==> src/rtl/mem_port_arbiter.sv <==
// mem_port_arbiter: shares one 128-bit line-fill memory port between the
// I-cache (read fills) and the D-cache (fills and write-backs).
// Registered grant FSM with a one-cycle release gap and a per-transaction
// timeout watchdog (TIMEOUT = 0 disables it).
// Build option: define ARB_ROUND_ROBIN_EN to alternate the grant when both
// caches request together; otherwise the D-cache always has priority.
module mem_port_arbiter #(
    parameter int unsigned ADDR_W  = 32,
    parameter int unsigned LINE_W  = 128,
    parameter int unsigned TIMEOUT = 255
) (
    input  logic              clk,
    input  logic              rst,
    input  logic              i_req,
    input  logic [ADDR_W-1:0] i_addr,
    output logic              i_ready,
    output logic [LINE_W-1:0] i_data,
    input  logic              d_req,
    input  logic              d_we,
    input  logic [ADDR_W-1:0] d_addr,
    input  logic [LINE_W-1:0] d_wdata,
    output logic              d_ready,
    output logic [LINE_W-1:0] d_data,
    output logic              mem_r,
    output logic              mem_w,
    output logic [ADDR_W-1:0] mem_addr,
    output logic [LINE_W-1:0] mem_wdata,
    input  logic              mem_ready,
    input  logic [LINE_W-1:0] mem_data,
    output logic [1:0]        grant,
    output logic              timeout_err
);

    localparam int unsigned WDOG_W = (TIMEOUT > 0) ? $clog2(TIMEOUT + 1) : 1;

    localparam logic [1:0] S_IDLE    = 2'd0;
    localparam logic [1:0] S_BUSY_I  = 2'd1;
    localparam logic [1:0] S_BUSY_D  = 2'd2;
    localparam logic [1:0] S_RELEASE = 2'd3;

    logic [1:0]        state, state_nxt;
    logic [1:0]        grant_nxt;
    logic              mem_r_nxt, mem_w_nxt;
    logic [ADDR_W-1:0] mem_addr_nxt;
    logic [LINE_W-1:0] mem_wdata_nxt;
    logic              we_q, we_nxt;
    logic              i_ready_nxt, d_ready_nxt;
    logic [LINE_W-1:0] i_data_nxt, d_data_nxt;
    logic              timeout_err_nxt;
    logic [WDOG_W-1:0] wdog, wdog_nxt;
    logic              strobe;
    logic              wdog_hit;
    logic              pick_d;

    // Line offset bits are don't-care on both request ports.
    logic unused_addr_lsbs;
    assign unused_addr_lsbs = ^{i_addr[3:0], d_addr[3:0]};

`ifdef ARB_ROUND_ROBIN_EN
    logic last_d, last_d_nxt;

    // Contention goes to whichever cache was not served last.
    assign pick_d = d_req && (!i_req || !last_d);
`else
    // Fixed D-over-I priority.
    assign pick_d = d_req;
`endif

    assign strobe   = mem_r | mem_w;
    assign wdog_hit = (TIMEOUT > 0) && (wdog == WDOG_W'(TIMEOUT - 1));

    // Next-state and next-output logic.
    always_comb begin
        state_nxt       = state;
        grant_nxt       = grant;
        mem_r_nxt       = mem_r;
        mem_w_nxt       = mem_w;
        mem_addr_nxt    = mem_addr;
        mem_wdata_nxt   = mem_wdata;
        we_nxt          = we_q;
        i_ready_nxt     = 1'b0;
        d_ready_nxt     = 1'b0;
        i_data_nxt      = i_data;
        d_data_nxt      = d_data;
        timeout_err_nxt = timeout_err;
        wdog_nxt        = wdog;
`ifdef ARB_ROUND_ROBIN_EN
        last_d_nxt      = last_d;
`endif
        case (state)
            S_IDLE: begin
                if (pick_d) begin
                    state_nxt     = S_BUSY_D;
                    grant_nxt     = 2'b10;
                    mem_addr_nxt  = {d_addr[ADDR_W-1:4], 4'b0};
                    mem_wdata_nxt = d_wdata;
                    we_nxt        = d_we;
                    wdog_nxt      = '0;
                end else if (i_req) begin
                    state_nxt    = S_BUSY_I;
                    grant_nxt    = 2'b01;
                    mem_addr_nxt = {i_addr[ADDR_W-1:4], 4'b0};
                    we_nxt       = 1'b0;
                    wdog_nxt     = '0;
                end
            end
            S_BUSY_I, S_BUSY_D: begin
                if (!strobe) begin
                    // First busy cycle: raise the strobe one cycle after the grant.
                    mem_r_nxt = !we_q;
                    mem_w_nxt = we_q;
                end else if (mem_ready || wdog_hit) begin
                    // Completion beats a same-cycle timeout.
                    mem_r_nxt = 1'b0;
                    mem_w_nxt = 1'b0;
                    grant_nxt = 2'b00;
                    state_nxt = S_RELEASE;
                    if (!mem_ready) begin
                        timeout_err_nxt = 1'b1;
                    end
                    if (state == S_BUSY_I) begin
                        i_ready_nxt = 1'b1;
                        i_data_nxt  = mem_ready ? mem_data : '0;
                    end else begin
                        d_ready_nxt = 1'b1;
                        if (!mem_ready) begin
                            d_data_nxt = '0;
                        end else if (!we_q) begin
                            d_data_nxt = mem_data;
                        end
                    end
`ifdef ARB_ROUND_ROBIN_EN
                    last_d_nxt = (state == S_BUSY_D);
`endif
                end else if (TIMEOUT > 0) begin
                    wdog_nxt = wdog + WDOG_W'(1);
                end
            end
            default: begin
                // Release gap: no arbitration so the requester can drop req.
                state_nxt = S_IDLE;
            end
        endcase
    end

    // State and registered outputs.
    always_ff @(posedge clk) begin
        if (!rst) begin
            state       <= S_IDLE;
            grant       <= 2'b00;
            mem_r       <= 1'b0;
            mem_w       <= 1'b0;
            mem_addr    <= '0;
            mem_wdata   <= '0;
            we_q        <= 1'b0;
            i_ready     <= 1'b0;
            d_ready     <= 1'b0;
            i_data      <= '0;
            d_data      <= '0;
            timeout_err <= 1'b0;
            wdog        <= '0;
`ifdef ARB_ROUND_ROBIN_EN
            last_d      <= 1'b0;
`endif
        end else begin
            state       <= state_nxt;
            grant       <= grant_nxt;
            mem_r       <= mem_r_nxt;
            mem_w       <= mem_w_nxt;
            mem_addr    <= mem_addr_nxt;
            mem_wdata   <= mem_wdata_nxt;
            we_q        <= we_nxt;
            i_ready     <= i_ready_nxt;
            d_ready     <= d_ready_nxt;
            i_data      <= i_data_nxt;
            d_data      <= d_data_nxt;
            timeout_err <= timeout_err_nxt;
            wdog        <= wdog_nxt;
`ifdef ARB_ROUND_ROBIN_EN
            last_d      <= last_d_nxt;
`endif
        end
    end

endmodule

==> config.mk <==
export PLATFORM = sky130hd
export DESIGN_NAME = mem_port_arbiter
export DESIGN_NICKNAME = d
export VERILOG_FILES = /design/src/rtl/mem_port_arbiter.sv
export SDC_FILE = /design/constraint.sdc
export NUM_CORES = 1
export LEC_CHECK = 0
export CORE_AREA = 2 2 293 295
export CTS_BUF_LIST = sky130_fd_sc_hd__clkbuf_16
export DETAILED_ROUTE_END_ITERATION = 16
export DIE_AREA = 0 0 295 297
export PLACE_DENSITY = 0.57
export SLEW_MARGIN = 20
export SYNTH_ARGS = -nofsm -noshare
export SYNTH_HDL_FRONTEND = slang
export SYNTH_SLANG_ARGS = --single-unit
==> constraint.sdc <==
create_clock -name clk -period 4.6 [get_ports clk]
set_clock_uncertainty 0.2 [all_clocks]
set_input_delay 0.92 -clock clk [delete_from_list [all_inputs] [get_ports clk]]
set_output_delay 0.92 -clock clk [all_outputs]
set_load 0.05 [all_outputs]
# --- Yosys cells after proc, flatten, opt, wreduce, memory -nomap -nowiden ---
# Index checks and enable logic that the tools add are counted.
totals:
  reg_bits: 434
  input_bits: 326
  elab_cells: 67
op_classes:
  add_sub_neg: 1
  eq_ne: 9
  n_mux: 25
  n_bitwise: 3
  n_reduce_logical: 16
ops:
  columns: ["cell", "n"]
  rows:
  - ["$mux 128", 3]
  - ["$mux 32", 2]
  - ["$mux 8", 4]
  - ["$reduce_and 4->1", 5]
  - ["$pmux 8 s2", 1]
  - ["$mux 2", 6]
  - ["$add 8x1->8 const B", 1]
  - ["$eq 8x8->1 const B", 1]
  - ["$ne 2x2->1 const B", 4]
  - ["$pmux 2 s2", 2]
  - ["$mux 1", 7]
  - ["$reduce_and 2->1", 3]
  - ["$reduce_and 5->1", 1]
  - ["$reduce_bool 2->1", 2]
  - ["$ne 3x3->1 const B", 1]
  - ["$reduce_and 3->1", 1]
  - ["$eq 2x1->1 const B", 1]
  - ["$eq 2x2->1 const B", 1]
  - ["$logic_not 2->1", 1]
  - ["$ne 2x1->1 const B", 1]
  - ["$not 1->1", 2]
  - ["$reduce_or 2->1", 1]
  - ["$logic_not 1->1", 1]
  - ["$logic_or 1x1->1", 1]
  - ["$or 1x1->1", 1]

# --- Logic depth before layout (Yosys ltp) ---
logic_depth:
  word_depth: 5
  ltp_mapped: 9

# --- Worst setup path before layout ---
# OpenSTA, ideal clock, no wires.
synth_timing:
  path_type: "input -> register"
  from: "input port d_req"
  to: "register wdog[3]"
  setup_ns: 0.119
  t_arrival_ns: 2.037
  required_time_ns: 4.281
  slack_ns: 2.244
  cell_stages: 6
  n_path_buf: 2
  path_cell_list: "buf_2 > nor3b_1 > or3_1 > clkbuf_1 > nor3_1 > o221a_2"
synth_between:
  elab_chain_cells: 2
synth_lines:
  columns: ["item", "line", "rtl"]
  rows:
  - ["from (decl)", "18", "input logic d_req,"]
  - ["$ne 3x3->1 (no source line) or $mux 8 (tied branches)", null, null]
  - ["$reduce_and 4->1 (no source line) or $pmux 8 s2 (tied branches)", null, null]
  - ["to (signal assigned)", "178", "wdog <= wdog_nxt;"]
  - ["to (decl)", "50", "logic [WDOG_W-1:0] wdog, wdog_nxt;"]
# Parallel ways exist; a longest one is shown, timed or not.
# A chain may end at the register's enable or synchronous reset.

# --- Worst setup path after layout ---
layout_timing:
  from: "register mem_w"
  to: "output port mem_w"
layout_rtl:
  columns: ["item", "line", "rtl"]
  rows:
  - ["from (decl)", "25", "output logic mem_w,"]
  - ["from (signal assigned)", "169", "mem_w <= mem_w_nxt;"]
# No word-level cell between the ends.

==> impl_metrics.py <==
metrics = {
    "global_route": {
        "grt_pass1_vias": 17063,
        "grt_antenna_before_repair": 9,
        "overflow": 0,
        "grt_pass1_wl_um": 115200,
        "grt_max_degree": 173,
        "grt_use_total_pct": 17.01,
    },
    "setup_path": {
        "crit_buf_inv": 1,
        "critPathTopFamily": "buffers and inverters",
        "worstPathMaxFanout": 42,
        "crit_chain": "clkdlybuf4s50_1",
        "criticalPathCategory": "reg -> out",
        "end_kind": "output port",
        "cpPeakStageDelay_ns": 0.92,
        "cp_data_required_time_ns": 3.48,
        "start_kind": "flip-flop",
        "slowest_stage": "clkdlybuf4s50_1",
        "crit_arrival_ns": 2.24,
    },
    "final_layout": {
        "area_growth_pct": 54.63,
        "post-route-util_pct": 33.46,
        "drive_above_1_share_pct": 4.630,
        "fin_area_um2": 28270,
        "final_nets": 2925,
    },
    "logic_synthesis": {
        "synth.distinct_cells": 48,
        "synth_commonest_cells": "dfxtp_1 (430), a21boi_0 (350), nand2_1 (301)",
        "synth.top_cell.area_share_pct": 47.09,
        "netlist_instances": 2005,
        "ys_ff_latch": 430,
        "synth_area_um2": 18280,
        "synthFlopType": "dfxtp_1",
        "synth-edff-count": 0,
        "ys_seq_area_share_pct": 47.09,
        "synth_most_common_cell": "dfxtp_1",
        "avgSynthCellArea_um2": 9.117,
        "async_reset_ff_share_pct": 0,
        "synth.area.top_cells": "dfxtp_1 (47%), a21boi_0 (14%), nand2_1 (6.2%), o2111ai_1 (6.1%), o21a_1 (5.4%)",
        "yosysWarnings": 0,
        "synth.largest_area_cell": "dfxtp_1",
    },
    "timing": {
        "fin_setup_tns_ns": 0,
        "tightest_slew_ns": 1.118,
        "fin_crit_sh_pct": 73.07,
        "period_minus_slack_ns": 3.361,
        "max_slew_margin_pct": 25.45,
        "rsz0062_at_grt": "no",
        "maxSlewViolCount": 0,
        "fmax_ghz": 0.2975,
        "setup-violations-final": 0,
        "final_hold_viol_count": 0,
    },
    "die": {
        "start_util_pct": 21.64,
        "die_w_um": 295,
        "rows": 107,
        "die_h_um": 297,
        "core_um2": 84480,
        "die_area_um2": 87620,
        "num_io_pins": 749,
    },
    "placed_design": {
        "portBuffers": 736,
        "placed_area_um2": 26600,
        "place_congestion": 0.8259,
        "place_hpwl_um": 52530,
    },
    "power": {
        "p_per_area_nw_per_um2": 449.7,
        "p_leak_nw": 10.37,
        "vdd_drop_max_v": 0.0002569,
    },
    "drt": {
        "viasPerCell": 4.641,
        "first_pass_iters": 4,
        "drcViolationCount": 0,
        "vias": 17548,
        "drt-initial-drc-count": 811,
        "wire_per_inst_um": 20.73,
        "ant_nets": 0,
        "wl_um": 78400,
    },
    "clocking": {
        "cts_root_buf": "clkbuf_16",
        "clk_path_buf_depth": 3,
        "cts_tree": "yes",
        "clock_latency_ns": 0.61,
        "clk_pin_slew_ns": 0.06,
        "post_cts_resized": 0,
        "htree_levels": 2,
        "cts_hold_buf": 0,
        "cts_made_buffers": 53,
        "cts.sinks": 430,
        "post_cts_buffers": 0,
    },
    "hold_path": {
        "hp-class": "reg -> reg",
    },
    "flow_run": {
        "max_cap_viol_count": 0,
    },
    "run_status": {
        "outcome": "finished, final reports clean",
    },
}
-- per-layer routing --
layer / track usage [%] / vias up / wire, um
met1: 21.05 / 8465 / 32870
met5: 0 / - / 69
met2: 28.74 / 583 / 37610
met3: 4.737 / 110 / 5840
li1: - / 8380 / -
met4: 4.640 / 10 / 2008
-- worst paths after layout --
kind,from,end,slack (ns),cells after the start
max,mem_w$_SDFFE_PN0P_,mem_w,1.24,1
min,mem_wdata[102]$_SDFFE_PN0P_,mem_wdata[102]$_SDFFE_PN0P_,0.26,2
max reg2reg,state[0]$_SDFFE_PN0P_,d_data[49]$_SDFFE_PN0P_,1.42,7
min reg2reg,mem_wdata[102]$_SDFFE_PN0P_,mem_wdata[102]$_SDFFE_PN0P_,0.26,2
-- cell usage in the layout (no fill, tap or decap), types with 5 or more instances in the layout --
cell,count
a21boi_0,350
a21boi_1,38
and3_1,128
buf_12,13
buf_4,21
bufinv_16,5
clkbuf_16,53
clkdlybuf4s50_1,733
clkinv_1,16
clkinv_2,6
dfxtp_1,428
inv_1,15
mux2i_1,31
nand2_1,300
nor3_1,5
o2111ai_1,128
o211a_1,28
o21a_1,131
o21ai_0,134
-- worst min-delay path, delay by kind of cell (launching register included) --
family,cells,cell delay (ns)
AOI/OAI and AO/OA,1,0.06
DFF,1,0.30
and+or+nand+nor,1,0.04
-- state kept, by name, summed over array words and instances (netlist names) --
register	flops
i_data	128
mem_wdata	128
d_ready	1
we_q	1
wdog	8
i_ready	1
state	2
grant	2
mem_w	1
mem_r	1
d_data	128
mem_addr	28
timeout_err	1
-- power by group --
part / internal (mW) / total, mW / switching (mW) / leakage, nW
logic: 1.34 / 4.24 / 2.91 / 6.02
clock network: 2.36 / 4.09 / 1.73 / 0.855
registers: 4.13 / 4.38 / 0.247 / 3.49
-- cell type report --
class	count	area, um2
clock buffer	53	1326
sequential	430	8616
inverter	3	11.26
clock inverter	43	334.1
tap	1144	1431
antenna	2	5.005
multi-input combinational	1336	8756
timing repair buffer	770	7786
fill	8847	56210
-- kinds of logic after synthesis --
family	Yosys count	share of synthesized area (%)
simple gates	468	11.88
flops	430	47.09
fa+ha+maj	5	0.3422
compound gates	828	33.55
mux	31	1.697
other cells	1	0.02051
buf+inv	242	5.414
-- stage by stage --
step	power (mW)	hold slack (ns)	setup slack, ns	std cells
floorplan	6.977	0.2515	2.244	2008
global placement	8.719	0.2467	1.424	3683
detailed placement	8.723	0.2497	1.384	3683
CTS	12.91	0.2603	1.140	3779
global route	13.28	0.2761	1.124	3780
finish	12.71	0.2580	1.239	3781
No activity file was read; power rests on OpenSTA's default activity.
